**src/rtl/mem_if_pkg.sv**
```systemverilog
// Shared definitions for the data RAM initiator: op, sel and error encodings, segment bounds.
package mem_if_pkg;

   typedef enum logic [2:0] {
      OpLw  = 3'b000,
      OpLh  = 3'b001,
      OpLhu = 3'b010,
      OpLb  = 3'b011,
      OpLbu = 3'b100,
      OpSw  = 3'b101,
      OpSh  = 3'b110,
      OpSb  = 3'b111
   } op_e;

   typedef enum logic [1:0] {
      WW = 2'b00,
      WH = 2'b01,
      WB = 2'b10
   } sel_e;

   typedef enum logic [1:0] {
      ErrNone     = 2'b00,
      ErrMisalign = 2'b01,
      ErrIseg     = 2'b10
   } err_e;

   localparam logic [31:0] ISEG_START_DEFAULT = 32'h0040_0000;
   localparam logic [31:0] ISEG_END_DEFAULT   = 32'h0045_0000;

   function automatic logic op_is_store(input op_e op);
      return (op == OpSw) || (op == OpSh) || (op == OpSb);
   endfunction

   function automatic sel_e op_sel(input op_e op);
      sel_e sel;
      case (op)
         OpLw, OpSw:        sel = WW;
         OpLh, OpLhu, OpSh: sel = WH;
         default:           sel = WB;
      endcase
      return sel;
   endfunction

   // Byte accesses can never be misaligned.
   function automatic logic op_misaligned(input op_e op, input logic [1:0] addr_lo);
      logic mis;
      case (op_sel(op))
         WW:      mis = (addr_lo != 2'b00);
         WH:      mis = addr_lo[0];
         default: mis = 1'b0;
      endcase
      return mis;
   endfunction

endpackage

```
**src/rtl/load_extend.sv**
```systemverilog
// Combinational sign/zero extension of the RAM read word according to the load op.
module load_extend
   import mem_if_pkg::*;
#(
   parameter int unsigned DATA_WIDTH = 32
) (
   input  op_e                   op,
   input  logic [DATA_WIDTH-1:0] rdata,
   output logic [DATA_WIDTH-1:0] result
);

   always_comb begin
      result = rdata;
      case (op)
         OpLh:    result = {{(DATA_WIDTH-16){rdata[15]}}, rdata[15:0]};
         OpLhu:   result = {{(DATA_WIDTH-16){1'b0}}, rdata[15:0]};
         OpLb:    result = {{(DATA_WIDTH-8){rdata[7]}}, rdata[7:0]};
         OpLbu:   result = {{(DATA_WIDTH-8){1'b0}}, rdata[7:0]};
         default: result = rdata;
      endcase
   end

endmodule

```
**src/rtl/mem_access_unit.sv**
```systemverilog
// Single-outstanding load/store initiator for the byte-addressable data RAM.
// Rejects misaligned accesses and stores into the instruction segment without touching the RAM.
module mem_access_unit
   import mem_if_pkg::*;
#(
   parameter int unsigned ADDRESS_WIDTH = 32,
   parameter int unsigned DATA_WIDTH    = 32,
   parameter logic [ADDRESS_WIDTH-1:0] ISEG_START = ADDRESS_WIDTH'(ISEG_START_DEFAULT),
   parameter logic [ADDRESS_WIDTH-1:0] ISEG_END   = ADDRESS_WIDTH'(ISEG_END_DEFAULT)
) (
   input  logic                     CLK,
   input  logic                     RST,
   input  logic                     Req_Valid,
   output logic                     Req_Ready,
   input  logic [2:0]               Req_Op,
   input  logic [ADDRESS_WIDTH-1:0] Req_Addr,
   input  logic [DATA_WIDTH-1:0]    Req_WData,
   output logic [ADDRESS_WIDTH-1:0] Mem_Addr,
   output logic [DATA_WIDTH-1:0]    Mem_Data,
   output logic                     Mem_W_EN,
   output logic [1:0]               Mem_Sel,
   input  logic [DATA_WIDTH-1:0]    Mem_RData,
   output logic                     Resp_Valid,
   input  logic                     Resp_Ready,
   output logic [DATA_WIDTH-1:0]    Resp_Data,
   output logic [1:0]               Resp_Err
);

   localparam logic [1:0] IDLE   = 2'd0;
   localparam logic [1:0] ACCESS = 2'd1;
   localparam logic [1:0] RESP   = 2'd2;

   logic [1:0]               state_q, state_d;
   op_e                      op_q, op_d;
   logic [ADDRESS_WIDTH-1:0] mem_addr_q, mem_addr_d;
   logic [DATA_WIDTH-1:0]    mem_data_q, mem_data_d;
   sel_e                     mem_sel_q, mem_sel_d;
   logic [DATA_WIDTH-1:0]    resp_data_q, resp_data_d;
   err_e                     resp_err_q, resp_err_d;

   op_e                      req_op;
   err_e                     req_err;
   logic                     req_in_iseg;
   logic [DATA_WIDTH-1:0]    load_data;

   assign req_op      = op_e'(Req_Op);
   assign req_in_iseg = (Req_Addr >= ISEG_START) && (Req_Addr <= ISEG_END);

   // Misalignment takes precedence over the segment check.
   always_comb begin
      req_err = ErrNone;
      if (op_misaligned(req_op, Req_Addr[1:0])) begin
         req_err = ErrMisalign;
      end else if (op_is_store(req_op) && req_in_iseg) begin
         req_err = ErrIseg;
      end
   end

   load_extend #(
      .DATA_WIDTH (DATA_WIDTH)
   ) u_load_extend (
      .op     (op_q),
      .rdata  (Mem_RData),
      .result (load_data)
   );

   always_comb begin
      state_d     = state_q;
      op_d        = op_q;
      mem_addr_d  = mem_addr_q;
      mem_data_d  = mem_data_q;
      mem_sel_d   = mem_sel_q;
      resp_data_d = resp_data_q;
      resp_err_d  = resp_err_q;
      case (state_q)
         IDLE: begin
            if (Req_Valid) begin
               op_d       = req_op;
               resp_err_d = req_err;
               if (req_err != ErrNone) begin
                  resp_data_d = '0;
                  state_d     = RESP;
               end else begin
                  // RAM-facing registers only move for accesses that will reach the RAM.
                  mem_addr_d = Req_Addr;
                  mem_data_d = Req_WData;
                  mem_sel_d  = op_sel(req_op);
                  state_d    = ACCESS;
               end
            end
         end
         ACCESS: begin
            resp_data_d = op_is_store(op_q) ? '0 : load_data;
            state_d     = RESP;
         end
         RESP: begin
            if (Resp_Ready) begin
               state_d = IDLE;
            end
         end
         default: state_d = IDLE;
      endcase
   end

   always_ff @(posedge CLK or negedge RST) begin
      if (!RST) begin
         state_q     <= IDLE;
         op_q        <= OpLw;
         mem_addr_q  <= '0;
         mem_data_q  <= '0;
         mem_sel_q   <= WW;
         resp_data_q <= '0;
         resp_err_q  <= ErrNone;
      end else begin
         state_q     <= state_d;
         op_q        <= op_d;
         mem_addr_q  <= mem_addr_d;
         mem_data_q  <= mem_data_d;
         mem_sel_q   <= mem_sel_d;
         resp_data_q <= resp_data_d;
         resp_err_q  <= resp_err_d;
      end
   end

   // Write enable is decoded from state so an asynchronous reset drops it immediately.
   assign Mem_W_EN   = (state_q == ACCESS) && op_is_store(op_q);
   assign Req_Ready  = (state_q == IDLE);
   assign Resp_Valid = (state_q == RESP);
   assign Mem_Addr   = mem_addr_q;
   assign Mem_Data   = mem_data_q;
   assign Mem_Sel    = mem_sel_q;
   assign Resp_Data  = resp_data_q;
   assign Resp_Err   = resp_err_q;

endmodule

```
**config.mk**
```make
export PLATFORM = sky130hd
export DESIGN_NAME = mem_access_unit
export DESIGN_NICKNAME = d
export VERILOG_FILES = /design/src/rtl/mem_if_pkg.sv /design/src/rtl/load_extend.sv /design/src/rtl/mem_access_unit.sv
export SDC_FILE = /design/constraint.sdc
export NUM_CORES = 1
export LEC_CHECK = 0
export ABC_AREA = 1
export CAP_MARGIN = 25
export CORE_MARGIN = 2
export CORE_UTILIZATION = 37
export DETAILED_ROUTE_END_ITERATION = 8
export GPL_TIMING_DRIVEN = 0
export PLACE_DENSITY = 0.84
export SLEW_MARGIN = 20
export SYNTH_ARGS = -nofsm -noshare
export SYNTH_HDL_FRONTEND = slang
export SYNTH_SLANG_ARGS = --single-unit
export TNS_END_PERCENT = 100
```
**constraint.sdc**
```tcl
create_clock -name CLK -period 1.3 [get_ports CLK]
set_input_delay 0.39 -clock CLK [delete_from_list [all_inputs] [get_ports CLK]]
set_output_delay 0.39 -clock CLK [all_outputs]
set_load 0.02 [all_outputs]
```
==> out/qor.yml <==
power:
  p_leak_nw: 4.56
  power.total_mw: 18.9
  power_density_nw_per_um2: 2150
  peakVddDrop_uv: 1100
global_route:
  antenna_found_initial: 0
  globalRouteTotalUtil_pct: 21.7
  grt_pass1_vias: 4488
  grt_overflow: 0
  grt_max_degree: 67
  grt_pass1_wl_um: 22000
worst_setup_path:
  setup.worst_path.class: "reg -> out"
  cp.required_ps: 910
  crit_fanout: 4
  reg2regPathDepth: 12
  arrival_ps: 1210
  critPathLaunchType: "flop"
  crit_path_end_kind: "primary output"
clocking:
  ctsLongestPathBuffers: 2
  cts.sinks: 105
  cts_root_buf: "clkbuf_16"
  cts_tree: "built"
  htreeDepth: 3
  clkTransAtPathRegs_ps: 70
  cts_made_buffers: 9
  insertion_delay_ps: 350
placement:
  pre_cts_ws_ps: -1150
  io_buffer_count: 205
  routabilityCongestion: 0.759
  hpwlAfterDp_um: 9250
cells_and_area:
  nets: 959
  drive_gt1_share_pct: 52.4
  area_growth_pct: 97.2
  fin_util_pct: 73.9
  antenna_cells: 0
synth:
  yosys_warnings: 0
  synth_seq_cells: 105
  syn_inst: 535
  synth_cell_types: 25
  ys.flop_type: "dfrtp_1"
  seq_area_frac_synth_pct: 58.9
  synth_edf_count: 0
  async_reset_ff_share_pct: 100
  synth_common_cells: "309 x nand2_1, 105 x dfrtp_1, 31 x nor2_1"
  synth.avg_cell_area_sq_um: 8.34
  syn-cell-area_sq_um: 4460
  yosysMostFrequentCell: "nand2_1"
  syn-num-nets: 638
  synth_top_area_share_pct: 58.9
  synthTopCellsByArea: "dfrtp_1 59%, nand2_1 26%, o21ai_0 3.0%"
  synth_top_area_cell: "dfrtp_1"
sta:
  hold_slack_ps: 228
  period_minus_slack_ps: 1600
  clock_skew_ps: 5.66
  max_clock_freq_mhz: 626
  slew_headroom_pct: 74.8
  worstMarginPinSlew_ps: 378
  setup_ws_ps: -298
  finalCritPeriodShare_pct: 123
  hold_viol: 0
  report.final.slew_viol_count: 0
  finalSetupTns_ps: -21380
  rsz0062_at_grt: "true"
  setup_viol: 108
die:
  initial_core_util_pct: 37.5
  die-height_um: 114
  rows: 40
  core_area_sq_um: 11900
  die_x_um: 114
  ioPinCount: 206
  fp.dieArea_sq_um: 13000
detailed_routing:
  drt_first_pass_iters: 4
  via_per_inst: 4.68
  remaining_drc_errors: 0
  routed_wl_um: 15600
  drt-initial-drc-count: 222
  ant_nets: 0
  wl_per_cell_um: 15.5
  via_count: 4716
hold_path:
  hold_path.class: "in -> reg"
  whs_path_depth: 3
outcome:
  status: "complete, but fails checks"
  violations: "setup timing"
job:
  cap_violations: 0
## placed cells by master (no fill, tap or decap), types with 10 or more instances in the layout
cell type,Yosys,routed
buf_4,7,84
buf_2,2,30
dfrtp_1,105,102
inv_2,1,10
clkbuf_16,0,13
nand2_4,2,19
nor2_1,31,12
nor2_4,1,15
nand2_2,1,73
o21ai_2,1,24
buf_6,9,124
clkdlybuf4s50_1,0,66
nand2_1,309,218
## critical path, stage by stage (launching register included)
cell	delay [ps]
dfrtp_2	450
nor2_4	100
buf_4	110
buf_4	90
buf_6	110
## registers in the layout, summed over array words and instances (netlist names)
| signal | flops |
|---|---|
| Mem_Addr | 32 |
| Mem_Data | 32 |
| Resp_Data | 32 |
| op_q | 3 |
| Mem_Sel | 2 |
| Resp_Err | 2 |
| state_q | 2 |
## stage by stage
step,area [sq um],std cells
finish,8800,1008
global route,8800,1008
CTS,7640,963
detailed placement,6800,888
global placement,6770,887
floorplan,4530,535
## what timing repair did
item | 4_1_cts | 5_1_grt
hold buffers | 1 | 0
hold endpoints to repair | 39 | 0
buffers inserted | 50 | 40
gates resized for setup | 772 | 232
pin swaps | 55 | 55
cloned | 8 | 5
setup endpoints to repair | 205 | 197
## power breakdown
group          switching, mW  leakage, nW  internal, mW
Sequential              1.09         1.32          4.64
Combinational           5.04         3.10          5.33
Clock                   1.30        0.148          1.52
Total                   7.43         4.56          11.5
## path summary, 6_finish.rpt
kind | slack (ps) | end | startpoint
worst max-delay path | -300 | Req_Ready | state_q[1]
worst min-delay path | 230 | Mem_Addr[5] | Req_Addr[5]
worst max register to register | -290 | Mem_Data[15] | state_q[1]
worst min register to register | 490 | Resp_Data[1] | Resp_Data[1]
max in group asynchronous | 110 | op_q[2] | RST
min in group asynchronous | 530 | Resp_Data[22] | RST
## routing by layer
| layer | routed length [um] | global-route usage (%) | up-vias |
|---|---|---|---|
| met2 | 8140 | 37.3 | 170 |
| met4 | 439 | 9.11 | 0 |
| met1 | 5990 | 26.7 | 2218 |
| li1 | - | - | 2296 |
| met5 | 0 | 0 | - |
| met3 | 1010 | 4.52 | 32 |
## kinds of logic (layout without fill, tap and decap cells)
logic type | count (synthesis) | in the layout | synth area share (%)
and+or+nand+nor | 354 | 354 | 30.8
DFF | 105 | 105 | 58.9
buffers and inverters | 39 | 365 | 5.49
AOI/OAI and AO/OA | 37 | 37 | 4.88
## area by class of cell
type / instances / area (sq um)
Multi-Input combinational cell: 391 / 2230
Sequential cell: 105 / 2630
Timing Repair Buffer: 309 / 3070
Clock buffer: 9 / 225
Tap cell: 147 / 184
Inverter: 20 / 114
Clock inverter: 7 / 80.1
Timing Repair inverter: 1 / 16.3
Fill cell: 827 / 3110
Buffer: 19 / 250
(Power assumes the default switching activity.)
